$ cat config.mk
export PLATFORM = sky130hd
export DESIGN_NAME = bcd_scan_controller
export DESIGN_NICKNAME = d
export VERILOG_FILES = /design/src/rtl/bcd_scan_controller.sv
export SDC_FILE = /design/constraint.sdc
export NUM_CORES = 1
export LEC_CHECK = 0
export BUFFER_PORTS_ARGS = -buffer_cell sky130_fd_sc_hd__clkbuf_2
export CORE_AREA = 2 2 88 90
export CTS_CLUSTER_SIZE = 25
export DETAILED_ROUTE_END_ITERATION = 10
export DIE_AREA = 0 0 90 92
export PLACE_DENSITY = 0.47
export RECOVER_POWER = 50
export SETUP_SLACK_MARGIN = 0.5
export SYNTH_ARGS = -nofsm -noshare
export SYNTH_HDL_FRONTEND = slang
export SYNTH_SLANG_ARGS = --single-unit
$ cat constraint.sdc
create_clock -name Clk -period 3.4 [get_ports Clk]
set_clock_uncertainty 0.05 [all_clocks]
set_input_delay 0.34 -clock Clk [delete_from_list [all_inputs] [get_ports Clk]]
set_output_delay 0.34 -clock Clk [all_outputs]
set_load 0.05 [all_outputs]
$ cat src/rtl/bcd_scan_controller.sv
// Scans a double-buffered word of BCD digits onto one shared decoder input.
// A one-hot strobe selects the digit. New words take effect only at frame boundaries.
module bcd_scan_controller #(
   parameter int NUM_DIGITS   = 4,
   parameter int PRESCALE     = 4,
   parameter int BLANK_CYCLES = 1
) (
   input  logic                    Clk,
   input  logic                    Rst,
   input  logic                    Enable,
   input  logic                    LoadValid,
   input  logic [4*NUM_DIGITS-1:0] LoadData,
   output logic                    LoadReady,
   input  logic                    ErrClr,
   output logic [3:0]              BCDOut,
   output logic [NUM_DIGITS-1:0]   DigitSel,
   output logic                    DigitValid,
   output logic                    ErrFlag
);

   localparam int IW      = $clog2(NUM_DIGITS);
   localparam int CNT_MAX = (PRESCALE > BLANK_CYCLES) ? PRESCALE : BLANK_CYCLES;
   localparam int CW      = (CNT_MAX > 1) ? $clog2(CNT_MAX) : 1;
   localparam logic [IW-1:0] IDX_LAST = IW'(NUM_DIGITS - 1);
   localparam logic [CW-1:0] P_LAST   = CW'(PRESCALE - 1);
   localparam logic [CW-1:0] B_LAST   = (BLANK_CYCLES > 0) ? CW'(BLANK_CYCLES - 1) : '0;
   localparam bit            NO_BLANK = (BLANK_CYCLES == 0);

   typedef enum logic [1:0] {S_IDLE = 2'd0, S_SHOW = 2'd1, S_BLANK = 2'd2} state_t;

   function automatic logic has_bad_digit(input logic [4*NUM_DIGITS-1:0] w);
      logic bad;
      bad = 1'b0;
      for (int i = 0; i < NUM_DIGITS; i++) begin
         bad = bad | (w[4*i +: 4] > 4'd9);
      end
      return bad;
   endfunction

   state_t                  state_q, state_d;
   logic [IW-1:0]           idx_q, idx_d;
   logic [CW-1:0]           cnt_q, cnt_d;
   logic [4*NUM_DIGITS-1:0] pending_q, pending_d, active_q, active_d;
   logic                    pending_full_q, pending_full_d, loaded_q, loaded_d;
   logic                    err_q, err_d, ready_q;
   logic [3:0]              bcd_q, bcd_d;
   logic [NUM_DIGITS-1:0]   sel_q, sel_d;
   logic                    valid_q, valid_d;
   logic                    accept_s, boundary_s, transfer_s;
   logic [IW-1:0]           idx_next_s;
   logic [3:0]              digit_s;

   // Buffer handshake, boundary transfer and sticky error flag
   always_comb begin
      accept_s   = LoadValid & ready_q;
      boundary_s = (idx_q == IDX_LAST) &&
                   (((state_q == S_BLANK) && (cnt_q == B_LAST)) ||
                    ((state_q == S_SHOW) && (cnt_q == P_LAST) && NO_BLANK));
      // accept needs an empty pending buffer and transfer a full one, so they never coincide
      transfer_s = pending_full_q & (boundary_s | (state_q == S_IDLE));
      pending_d  = accept_s ? LoadData : pending_q;
      active_d   = transfer_s ? pending_q : active_q;
      loaded_d   = loaded_q | transfer_s;
      if (transfer_s) begin
         pending_full_d = 1'b0;
      end else if (accept_s) begin
         pending_full_d = 1'b1;
      end else begin
         pending_full_d = pending_full_q;
      end
      if (accept_s && has_bad_digit(LoadData)) begin
         err_d = 1'b1;
      end else if (ErrClr) begin
         err_d = 1'b0;
      end else begin
         err_d = err_q;
      end
   end

   // Next-state logic for the scan FSM
   always_comb begin
      state_d    = state_q;
      idx_d      = idx_q;
      cnt_d      = cnt_q;
      idx_next_s = (idx_q == IDX_LAST) ? '0 : idx_q + IW'(1);
      case (state_q)
         S_IDLE: begin
            idx_d = '0;
            cnt_d = '0;
            if (Enable && loaded_d) begin
               state_d = S_SHOW;
            end else begin
               state_d = S_IDLE;
            end
         end
         S_SHOW: begin
            if (!Enable) begin
               state_d = S_IDLE;
               idx_d   = '0;
               cnt_d   = '0;
            end else if (cnt_q == P_LAST) begin
               cnt_d = '0;
               if (NO_BLANK) begin
                  idx_d = idx_next_s;
               end else begin
                  state_d = S_BLANK;
               end
            end else begin
               cnt_d = cnt_q + CW'(1);
            end
         end
         S_BLANK: begin
            if (!Enable) begin
               state_d = S_IDLE;
               idx_d   = '0;
               cnt_d   = '0;
            end else if (cnt_q == B_LAST) begin
               state_d = S_SHOW;
               idx_d   = idx_next_s;
               cnt_d   = '0;
            end else begin
               cnt_d = cnt_q + CW'(1);
            end
         end
         default: begin
            state_d = S_IDLE;
            idx_d   = '0;
            cnt_d   = '0;
         end
      endcase
   end

   // Output values derived from the next state so that outputs are registered with it
   always_comb begin
      digit_s = active_d[4*idx_d +: 4];
      bcd_d   = bcd_q;
      sel_d   = '0;
      valid_d = 1'b0;
      if (state_d == S_SHOW) begin
         bcd_d = digit_s;
         if (digit_s <= 4'd9) begin
            sel_d   = {{(NUM_DIGITS-1){1'b0}}, 1'b1} << idx_d;
            valid_d = 1'b1;
         end else begin
            sel_d   = '0;
            valid_d = 1'b0;
         end
      end else begin
         sel_d   = '0;
         valid_d = 1'b0;
      end
   end

   // State, buffer and output registers
   always_ff @(posedge Clk) begin
      if (Rst) begin
         state_q        <= S_IDLE;
         idx_q          <= '0;
         cnt_q          <= '0;
         pending_q      <= '0;
         active_q       <= '0;
         pending_full_q <= 1'b0;
         loaded_q       <= 1'b0;
         err_q          <= 1'b0;
         ready_q        <= 1'b1;
         bcd_q          <= 4'd0;
         sel_q          <= '0;
         valid_q        <= 1'b0;
      end else begin
         state_q        <= state_d;
         idx_q          <= idx_d;
         cnt_q          <= cnt_d;
         pending_q      <= pending_d;
         active_q       <= active_d;
         pending_full_q <= pending_full_d;
         loaded_q       <= loaded_d;
         err_q          <= err_d;
         ready_q        <= ~pending_full_d;
         bcd_q          <= bcd_d;
         sel_q          <= sel_d;
         valid_q        <= valid_d;
      end
   end

   assign LoadReady  = ready_q;
   assign BCDOut     = bcd_q;
   assign DigitSel   = sel_q;
   assign DigitValid = valid_q;
   assign ErrFlag    = err_q;

endmodule

==> metrics.csv <==
metric,value,unit
outcome,"finished, final reports clean",
drt initial violations,51,
CP peak stage delay,0.39,ns
CTS H-Tree Depth,2,
Die Width,90,um
top_reg_cell synth,dfxtp_1,
Yosys warning count,0,
Slew HR,29.7,%
pins over their slew limit,0,
largest area contributor in the netlist,dfxtp_1,
Yosys top cell area share,48.2,%
Setup crit start kind,flop,
Leak Pwr,0.986,nW
Area after DPL,0.00235,mm2
CTS tree,done,
final worst slack,0.814,ns
DR WL/cell,12.6,um
worst slew pin tran,1.05,ns
worst-path cell with the longest stage delay,dfxtp_1,
remaining antenna violation count,0,
cell with the most instances after synthesis,dfxtp_1,
final worst-path cycle share,76.0,%
min-delay worst type,in2reg,
ant diodes,0,
vias per inst,4.58,
core region area,0.00745,mm2
Mapped Cells,240,
Setup Crit Path Kind,reg2reg,
"Req. time, crit path",3.57,ns
initial antenna violation count,0,
CTS Buffer Depth,2,
Mapped Avg Cell Area,8.82,um2
Netlist cell types,36,
Starting Density,28.4,%
PortBufs,31,
"Min Clock Period, post-route",2.59,ns
Die ar.,0.00828,mm2
setup TNS,0,ns
"Top cell by count, worst path",mux2i_1,
"Hold Vio Cnt, Final",0,
# IOs,32,
total number of vias,1695,
clock transition at the registers of the reported paths,0.10,ns
GRT Residual Overflow,0,
dpl hpwl,3280,um
row cnt,32,
post-route cell area,0.00245,mm2
Post-synth EDFFs,0,
DRT Wirelength,4670,um
GRT Util Overall,11.3,%
Worst EP arrival,2.76,ns
unrepaired setup endpoints after global routing,no,
cts bufs inserted,5,
vias in the first global route,1526,
Chip Height,92,um
Crit. End Element,flop,
Area Overhead vs Synth,15.8,%
largest net degree at the start of global routing,51,
top post-synthesis cells by area,"dfxtp_1 48%, nand2_1 7.8%, mux2i_1 7.1%, a21oi_1 5.9%, ha_1 4.7%",
register bit total from synthesis,51,
TritonRoute pass-1 iters,4,
first-pass GRT wire length,7570,um
clock root buffer master,clkbuf_8,
share of layout cells above drive strength 1,14.2,%
hold buffer count at cts,0,
clk sink count,51,
crit-path max FO,17,
PostCTS Resize Cnt,0,
register area share after synthesis,48.2,%
worst vdd ir,0.000159,V
Final setup viols,0,
worst path cell trace,inv_1 > ha_1 > a31oi_1 > nand2b_1 > buf_4 > mux2i_1 > mux2i_1 > mux2i_1 > a21oi_2 > nor3_1,
# Max-Cap Violations,0,
final routed DRC violation total,0,
nets,296,
routability cong.,0.737,
fmax,387,MHz
Place WS,0.831,ns
Post-Syn Area,0.00212,mm2
synth cell count leaders,"51 x dfxtp_1, 44 x nand2_1, 25 x a21oi_1",
Worst-Skew Late Latency,0.31,ns
hold_ws,0.195,ns
post-synth net total,269,
"FFs w/ async S/R, synth",0,%
PwrDens,506,mW/mm2
"Setup Fix Bufs, Post-CTS",0,
## flip-flops by register name (all words and copies together), names as in the netlist
name            cells
active_q           16
DigitSel            4
BCDOut              4
loaded_q            1
state_q             2
pending_full_q      1
DigitValid          1
cnt_q               2
ErrFlag             1
idx_q               2
pending_q          16
LoadReady           1
## routing by layer
metal | up-vias | routed length, um | share of wire (%) | GRT usage, %
met4 | 0 | 38 | 0.81 | 2.69
met3 | 6 | 221 | 4.7 | 3.04
met2 | 32 | 2150 | 46 | 17.9
met1 | 787 | 2270 | 48 | 15.5
li1 | 870 | - | - | -
met5 | - | 0 | 0 | 0
## worst paths after layout
kind / to / slack (ns) / start / cells past startpoint
worst max-delay path: DigitSel[2] / 0.81 / state_q[0] / 10
worst max register to register: DigitSel[2] / 0.81 / state_q[0] / 10
worst min-delay path: pending_q[4] / 0.19 / LoadData[4] / 3
worst min register to register: pending_q[13] / 0.41 / pending_q[13] / 2
## stage by stage
step           instances  total power (W)  util (%)
5_1_grt              370          0.00130      32.9
6_report             370          0.00124      32.9
3_3_place_gp         362         0.000819      31.6
2_1_floorplan        240         0.000774         -
3_5_place_dp         362         0.000819      31.6
4_1_cts              370          0.00126      33.1
## cell type report
class                      instances  area, um2
sequential                        51       1020
tap                              102        128
clock inverter                     3       47.5
clock buffer                       5       68.8
multi-input combinational        171       1010
inverter                           6       22.5
timing repair buffer              32        149
fill                             838       5000
## worst max-delay path, delay by kind of cell, from the launching register on
family | cells | cell delay, ns
buf+inv | 2 | 0.34
simple gates | 2 | 0.32
fa+ha+maj | 1 | 0.28
mux | 3 | 0.75
flops | 1 | 0.39
compound gates | 2 | 0.36
## logic make-up after synthesis
kind of cell	after synthesis	share of synthesized area, %
compound gates	47	13.7
fa+ha+maj	8	4.73
buf+inv	18	3.78
flops	51	48.2
mux	16	8.33
simple gates	100	21.3
## placed cells by master (no fill, tap or decap), drive strengths merged
| cell type | netlist | routed |
|---|---|---|
| a211oi | 3 | 3 |
| a21o | 2 | 2 |
| a21oi | 27 | 27 |
| a22oi | 1 | 1 |
| a311oi | 1 | 1 |
| a31oi | 1 | 1 |
| a41oi | 1 | 1 |
| and2 | 1 | 1 |
| and2b | 1 | 1 |
| and3 | 1 | 1 |
| buf | 5 | 1 |
| bufinv | 0 | 1 |
| clkbuf | 7 | 36 |
| clkinv | 0 | 1 |
| dfxtp | 51 | 51 |
| ha | 8 | 8 |
| inv | 6 | 7 |
| mux2i | 15 | 15 |
| mux4 | 1 | 1 |
| nand2 | 44 | 44 |
| nand2b | 2 | 2 |
| nand3 | 13 | 13 |
| nand4 | 2 | 2 |
| nor2 | 22 | 22 |
| nor2b | 2 | 2 |
| nor3 | 8 | 8 |
| nor3b | 2 | 2 |
| o21a | 1 | 1 |
| o21ai | 10 | 10 |
| or3 | 2 | 2 |
## where the power goes
part           switching [W]  total [W]  internal, W  leakage, nW
registers          0.0000150   0.000642     0.000627        0.416
logic               0.000107   0.000158    0.0000500        0.512
clock network       0.000216   0.000440     0.000223       0.0587
Power figures use the tool's default switching activity.
